File: config.mk
export PLATFORM = sky130hd
export DESIGN_NAME = cache_flush_seq
export DESIGN_NICKNAME = d
export VERILOG_FILES = /design/src/rtl/cache_sec_pkg.sv /design/src/rtl/cache_flush_ctr.sv /design/src/rtl/cache_flush_seq.sv
export SDC_FILE = /design/constraint.sdc
export NUM_CORES = 1
export LEC_CHECK = 0
export CAP_MARGIN = 20
export CELL_PAD_IN_SITES_DETAIL_PLACEMENT = 0
export CELL_PAD_IN_SITES_GLOBAL_PLACEMENT = 2
export CORE_ASPECT_RATIO = 0.8
export CORE_MARGIN = 2
export CORE_UTILIZATION = 28
export DETAILED_ROUTE_END_ITERATION = 16
export PLACE_DENSITY_LB_ADDON = 0.1
export SLEW_MARGIN = 15
export SYNTH_ARGS = -nofsm -noshare
export SYNTH_HDL_FRONTEND = slang
export SYNTH_HIERARCHICAL = 1
export SYNTH_SLANG_ARGS = --single-unit
File: constraint.sdc
create_clock -name clk -period 1.99 [get_ports clk]
set_input_delay 0.398 -clock clk [delete_from_list [all_inputs] [get_ports clk]]
set_output_delay 0.398 -clock clk [all_outputs]
set_load 0.01 [all_outputs]
File: src/rtl/cache_sec_pkg.sv
// Shared cache-security types: flush walker state encoding and default cache geometry.
package cache_sec_pkg;

    localparam int CACHE_SETS_DEF = 64;
    localparam int CACHE_WAYS_DEF = 4;

    typedef enum logic [2:0] {
        IDLE  = 3'd0,
        READ  = 3'd1,
        CHECK = 3'd2,
        WB    = 3'd3,
        INV   = 3'd4,
        DONE  = 3'd5
    } flush_state_t;

endpackage

File: src/rtl/cache_flush_ctr.sv
// Set/way walk counter: synchronous clear, way-major advance with set carry, last-line flag.
// Latency: clear/advance visible the cycle after; last is combinational from the counters.
// Backpressure: none; advances only when adv is asserted.
module cache_flush_ctr #(
    parameter int SETS  = 64,
    parameter int WAYS  = 4,
    parameter int IDX_W = $clog2(SETS),
    parameter int WAY_W = $clog2(WAYS)
) (
    input  logic             clk,
    input  logic             rst_n,
    input  logic             clr,
    input  logic             adv,
    output logic [IDX_W-1:0] line_set,
    output logic [WAY_W-1:0] line_way,
    output logic             last
);

    logic way_last;

    assign way_last = (line_way == WAY_W'(WAYS - 1));
    assign last     = way_last && (line_set == IDX_W'(SETS - 1));

    // Power-of-two geometry lets both counters wrap naturally to 0 after the last line.
    always_ff @(posedge clk or negedge rst_n) begin
        if (!rst_n) begin
            line_set <= '0;
            line_way <= '0;
        end else if (clr) begin
            line_set <= '0;
            line_way <= '0;
        end else if (adv) begin
            line_way <= line_way + WAY_W'(1);
            if (way_last) begin
                line_set <= line_set + IDX_W'(1);
            end
        end
    end

endmodule

File: src/rtl/cache_flush_seq.sv
// Full-cache flush walker: read tag, write back dirty lines (CACHE_FLUSH_WB_EN), invalidate every set/way.
// Latency: first tag read the cycle after flush_req_i; 3 cycles per clean line, 3+n with an n-cycle writeback.
// Backpressure: WB holds until wb_ack_i; requests during a walk coalesce into one pending rerun.
module cache_flush_seq
    import cache_sec_pkg::*;
#(
    parameter int SETS  = CACHE_SETS_DEF,
    parameter int WAYS  = CACHE_WAYS_DEF,
    parameter int IDX_W = $clog2(SETS),
    parameter int WAY_W = $clog2(WAYS)
) (
    input  logic             clk,
    input  logic             rst_n,
    input  logic             flush_req_i,
    output logic             busy_o,
    output logic             done_o,
    output logic             tag_rd_en_o,
    output logic [IDX_W-1:0] line_set_o,
    output logic [WAY_W-1:0] line_way_o,
    input  logic             tag_valid_i,
    input  logic             tag_dirty_i,
    output logic             wb_req_o,
    input  logic             wb_ack_i,
    output logic             inv_we_o
);

    flush_state_t state_q, state_d;
    logic         pend_q, pend_d;
    logic         busy_q;
    logic         ctr_clr, ctr_adv, ctr_last;

    cache_flush_ctr #(
        .SETS  (SETS),
        .WAYS  (WAYS),
        .IDX_W (IDX_W),
        .WAY_W (WAY_W)
    ) u_ctr (
        .clk      (clk),
        .rst_n    (rst_n),
        .clr      (ctr_clr),
        .adv      (ctr_adv),
        .line_set (line_set_o),
        .line_way (line_way_o),
        .last     (ctr_last)
    );

`ifndef CACHE_FLUSH_WB_EN
    logic unused_wb_inputs;
    assign unused_wb_inputs = tag_valid_i ^ tag_dirty_i ^ wb_ack_i;
`endif

    always_ff @(posedge clk or negedge rst_n) begin
        if (!rst_n) begin
            state_q <= IDLE;
            pend_q  <= 1'b0;
            busy_q  <= 1'b0;
        end else begin
            state_q <= state_d;
            pend_q  <= pend_d;
            busy_q  <= (state_d != IDLE);
        end
    end

    assign busy_o = busy_q;

    always_comb begin
        state_d     = state_q;
        pend_d      = pend_q;
        ctr_clr     = 1'b0;
        ctr_adv     = 1'b0;
        tag_rd_en_o = 1'b0;
        wb_req_o    = 1'b0;
        inv_we_o    = 1'b0;
        done_o      = 1'b0;

        // Any request seen while not idle, including in DONE, is remembered once.
        if (state_q != IDLE && flush_req_i) begin
            pend_d = 1'b1;
        end

        case (state_q)
            IDLE: begin
                if (flush_req_i) begin
                    ctr_clr = 1'b1;
                    state_d = READ;
                end
            end
            READ: begin
                tag_rd_en_o = 1'b1;
                state_d     = CHECK;
            end
            CHECK: begin
`ifdef CACHE_FLUSH_WB_EN
                state_d = (tag_valid_i && tag_dirty_i) ? WB : INV;
`else
                state_d = INV;
`endif
            end
            WB: begin
`ifdef CACHE_FLUSH_WB_EN
                wb_req_o = 1'b1;
                if (wb_ack_i) begin
                    state_d = INV;
                end
`else
                state_d = INV;
`endif
            end
            INV: begin
                inv_we_o = 1'b1;
                ctr_adv  = 1'b1;
                state_d  = ctr_last ? DONE : READ;
            end
            DONE: begin
                done_o  = 1'b1;
                ctr_clr = 1'b1;
                pend_d  = 1'b0;
                state_d = (pend_q || flush_req_i) ? READ : IDLE;
            end
            default: begin
                state_d = IDLE;
            end
        endcase
    end

endmodule

; ---- Yosys cells after proc, flatten, opt, wreduce, memory -nomap -nowiden
; Cells that the tools add are included.
[totals]
ff_bits = 13
input_bits = 6
out_inout_bits = 13
word_cells = 41
[classes]
add_sub_neg = 2
n_eq_ne = 7
mux = 16
reduce_logical = 11
[op_table]
columns = op, n
row1 = two-way mux 6 bit, 3
row2 = case mux 3 bit (5 select lines), 1
row3 = two-way mux 1 bit, 7
row4 = adder 6 x 1 -> 6 bit (second input constant), 1
row5 = equality test 3 x 2 -> 1 bit (second input constant), 2
row6 = equality test 3 bit (second input constant), 2
row7 = equality test 6 bit (second input constant), 1
row8 = two-way mux 3 bit, 2
row9 = nonzero test 2 bit, 3
row10 = nonzero test 3 bit, 2
row11 = two-way mux 2 bit, 2
row12 = equality test 3 x 1 -> 1 bit (second input constant), 1
row13 = zero test 3 bit, 1
row14 = adder 2 x 1 -> 2 bit (second input constant), 1
row15 = equality test 2 bit (second input constant), 1
row16 = logical AND 1 bit, 2
row17 = case mux 1 bit (2 select lines), 1
row18 = AND reduction 2 bit, 1
row19 = OR reduction 2 bit, 1
row20 = logical OR 1 bit, 1

; ---- Depth between registers and ports, before layout
[logic_depth]
depth_word = 5
depth_mapped = 7

; ---- Hierarchy
; Netlist, hierarchy kept.
[by_module_without_submodules]
columns = mod, n_inst, cells_per_inst, area_per_inst_um2
row1 = cache_flush_ctr, 1, 40, 396.6
row2 = cache_flush_seq, 1, 28, 295.3

; ---- Worst setup path before layout
; No wires, ideal clock.
[synth_path]
kind = reg2reg
start = register state_q[2]
end = register u_ctr.line_set[4]
setup_ns = 0.078
arrival_ns = 1.644
setup_slack_ns = 0.268
path_stages_with_launch = 8
path_cell_list = dfrtp_1 buf_6 inv_1 nor3_1 buf_6 nand3_1 or3_1 a21oi_1
[synth_between]
elab_chain_cells = 4
elab_cells_between_ends = 9
classes_between = eq/ne: 2 / mux: 3 / reduce/logical: 4
[synth_rtl]
columns = item, line
row1 = start: declaration, cache_flush_seq.sv:27  ; flush_state_t state_q, state_d;
row2 = start signal: assignment, cache_flush_seq.sv:58  ; state_q <= state_d;
row3 = equality test 3 bit, n/a
row4 = two-way mux 1 bit, n/a
row5 = named net inv_we_o, cache_flush_seq.sv:24  ; output logic inv_we_o
row6 = nonzero test 2 bit (no line), n/a
row7 = AND reduction 2 bit (no line), n/a
row8 = end signal: assignment, cache_flush_ctr.sv:35  ; line_set <= line_set + IDX_W'(1);
row9 = end: declaration, cache_flush_ctr.sv:14  ; output logic [IDX_W-1:0] line_set,
; The timed path passes the listed nets, and every way through them passes these cells.
; A chain may end at the register's enable or synchronous reset.

; ---- Worst setup path in the final report
[layout_path]
start = register state_q[1]
end = output done_o
[layout_between]
elab_chain_cells = 2
[layout_rtl]
columns = item, line
row1 = equality test 3 bit, cache_flush_seq.sv:81  ; case (state_q)
row2 = two-way mux 1 bit, cache_flush_seq.sv:81
row3 = end: declaration, cache_flush_seq.sv:16  ; output logic done_o,
; No other way between the ends.

==> results.md <==
* Outcome: finished, final reports clean
* I/O Pins at 19
* Die span in x at 59.58 microns
* Worst path max stage delay at 530 ps
* Met1 GRT Util at roughly 19%
* Setup Viol. Count Final at 0
* First-pass GRT wire length at 2615 microns
* Fillers at 258
* YS warnings at 6
* R2R setup slack at between 300 and 400 ps
* Drt drc at 0
* Worst Path Max Fanout at 6
* Final Hold Fails at 0
* Fin crit share at between 90 and 100%
* Antenna viol nets, final at 0
* Initial Utilization at about 29%
* Avg Cell Area, Syn at around 10 sq um
* TritonCTS Buffers at 3
* Worst-case clock skew at around 1.8 ps
* GR Util met3 at under 10%
* CTS sink count at 13
* Tot GR Track Use at about an eighth
* Worst min path class: primary input to async pin
* Register area at around 330 sq um
* Wire per inst at roughly 13 microns
* Grt ovf at 0
* RSZ-0062 raised after global routing: false
* Async set or reset register ratio after synthesis at 100.0%
* Fin Setup TNS at 0 ps
* Post-DP HPWL at about 1100 microns
* Crit end category: primary output
* Setup crit end: done_o
* Critical path launch point: state_q[1]$_DFF_PN0_
* IO Port Bufs at 14
* Largest net degree at the start of global routing at 14
* Number of cells on the critical path at 2
* Fin cells at around 120
* CTS Buffer Depth at 2
* P_leak at 0.3979 nW
* CORE AREA at roughly 2400 sq um
* Vias at 559
* Final #Nets at 100
* GR peak layer: met1
* Crit path cell chain: and3b_1, clkdlybuf4s50_1
* Worst R2R Start: state_q[2]$_DFF_PN0_
* Post-synthesis sequential area ratio at 47.02%
* DRT Wirelength at around 1500 microns
* Crit path time final at around 1900 ps
* Worst setup SP type: register
* N_diodes at 0
* Syn_nets at 76
* Pwr/cell area at ~480 nW/um^2
* Share of layout cells above drive strength 1 at about a fifth
* Worst-path clk slew at roughly 80 ps
* Post-DR vias/cell at 4.737
* Syn Inst Count at between 60 and 70
* DRT iter0 DRCs at 6
* Crit path buffers/inverters at 1
* Worst r2r path cells at 7
* CTS tree: done
* Critical path arrival at roughly 1500 ps
* Commonest non-fill, non-tap cell in the layout: clkdlybuf4s50_1
* Row Count at 16
* Initial antenna violation count at 0
* TritonRoute pass-1 iters at 4
* Max-Cap Viols at 0
* Cells after DPL at 110
* Fmax at ~530 MHz
* Maximum vdd drop at about 0.38 mV
* Die Y at roughly 48 microns
* Root buffer cell: clkbuf_4
* Most frequent cells in the layout: 13 x clkdlybuf4s50_1, 11 x dfrtp_1, 11 x buf_4, 6 x nor2_1
* Worst skew pair latency at between 200 and 300 ps
* CP required at ~1600 ps
* Unique masters post-synth at 28
* Vias in the first global route at 534
* Final Slew Violations at 0
* Gpl congestion at between 0.6 and 0.7
* R2R Path End: u_ctr/line_set[5]$_DFFE_PN0P_
* Area growth, synth to finish at 33.63%
* Die ar. at 2887 sq um
* Setup CP Type: register to primary output
* GR Layer Usage met2 at approximately 16%
* Top delay family on crit path: buffers and inverters
* Post-synth EDFFs at 0
* #FFs+latches synth at 13
* H-tree levels at 1
* Synth Cell Area at slightly below 700 sq um
* Multi-input gate area at 307.8 sq um
* Ys flop type: dfrtp_1
* Crit-path slowest cell: clkdlybuf4s50_1
-- how the worst min path moves through the flow --
stage                                        from                            end  slack, ps  depth (start not counted)
global placement    u_ctr/line_way[1]$_DFFE_PN0P_  u_ctr/line_way[1]$_DFFE_PN0P_        530                          2
global route                                rst_n  u_ctr/line_set[5]$_DFFE_PN0P_        420                          2
floorplan                                   rst_n               busy_o$_DFF_PN0_        100                          0
CTS                                         rst_n  u_ctr/line_set[4]$_DFFE_PN0P_        410                          2
finish                                      rst_n  u_ctr/line_set[4]$_DFFE_PN0P_        420                          2
detailed placement  u_ctr/line_way[1]$_DFFE_PN0P_  u_ctr/line_way[1]$_DFFE_PN0P_        540                          2
-- timing repair --
| action | 4_1_cts | 5_1_grt |
|---|---|---|
| buffers inserted | 2 | 2 |
| endpoints found under the setup margin | 1 | 2 |
| resized for setup | 2 | 2 |
| cloned | 0 | 0 |
| hold buffers | 0 | 0 |
-- per-stage QoR --
stage	hold slack (ps)	area (sq um)	total power [mW]	util [%]	worst slack [ps]
floorplan	102.4	691.9	0.2731	-	268.1
global placement	533.3	862.1	0.2853	35.89	221.5
detailed placement	543.4	862.1	0.2856	35.89	219.3
CTS	413.5	907.1	0.4623	37.76	8.494
global route	421.6	924.6	0.4746	38.49	5.729
finish	421.1	924.6	0.4434	38.49	90.03
-- logic make-up (layout without fill, tap and decap cells) --
| logic type | count (synthesis) | count (layout) | synth area share [%] |
|---|---|---|---|
| AND/OR/NAND/NOR | 29 | 29 | 24.59 |
| flip-flops | 13 | 13 | 47.02 |
| AO/OA/AOI/OAI | 11 | 11 | 9.766 |
| buffers and inverters | 8 | 31 | 9.222 |
| XOR/XNOR | 3 | 3 | 3.798 |
| adder cells (fa/ha/maj) | 2 | 2 | 3.616 |
| other | 1 | 1 | 0.5420 |
| multiplexers | 1 | 1 | 1.447 |
-- per-layer routing --
metal  routed length, microns  up-vias
met5                        0        -
met4                        0        0
met3                       60        0
met2                      659       14
met1                      802      262
li1                         -      283
-- Yosys cell counts, types with 2 or more instances --
cell	instances	area [sq um]
a21oi_1	4	20.02
buf_6	4	45.04
dfrtp_1	13	325.3
ha_1	2	25.02
inv_1	2	7.510
nand2_1	4	15.01
nand3_1	4	20.02
nor2_1	6	22.52
nor3_1	2	10.01
nor3b_1	2	15.01
nor4_1	2	12.51
nor4bb_1	2	20.02
o21ai_0	3	15.01
or3_1	3	18.77
xnor2_1	2	17.52
-- power breakdown --
group,switching [mW],internal [mW],total (mW)
logic,0.00852,0.00693,0.0155
registers,0.0000000000000000395,0.264,0.264
clock network,0.0865,0.0776,0.164
total,0.0950,0.348,0.443
-- sequential cells by signal, summed over array words and instances, names as in the netlist --
name and cells:
pend_q 1, u_ctr/line_way 2, u_ctr/line_set 6, state_q 3, busy_o 1
-- cell type report --
class | instances | area share [%]
Clock buffer | 4 | 2.842
Sequential cell | 13 | 35.45
Multi-Input combinational cell | 47 | 33.29
Timing Repair Buffer | 25 | 23.95
Inverter | 2 | 0.8119
Tap cell | 27 | 3.654
Power figures use the tool's default switching activity.
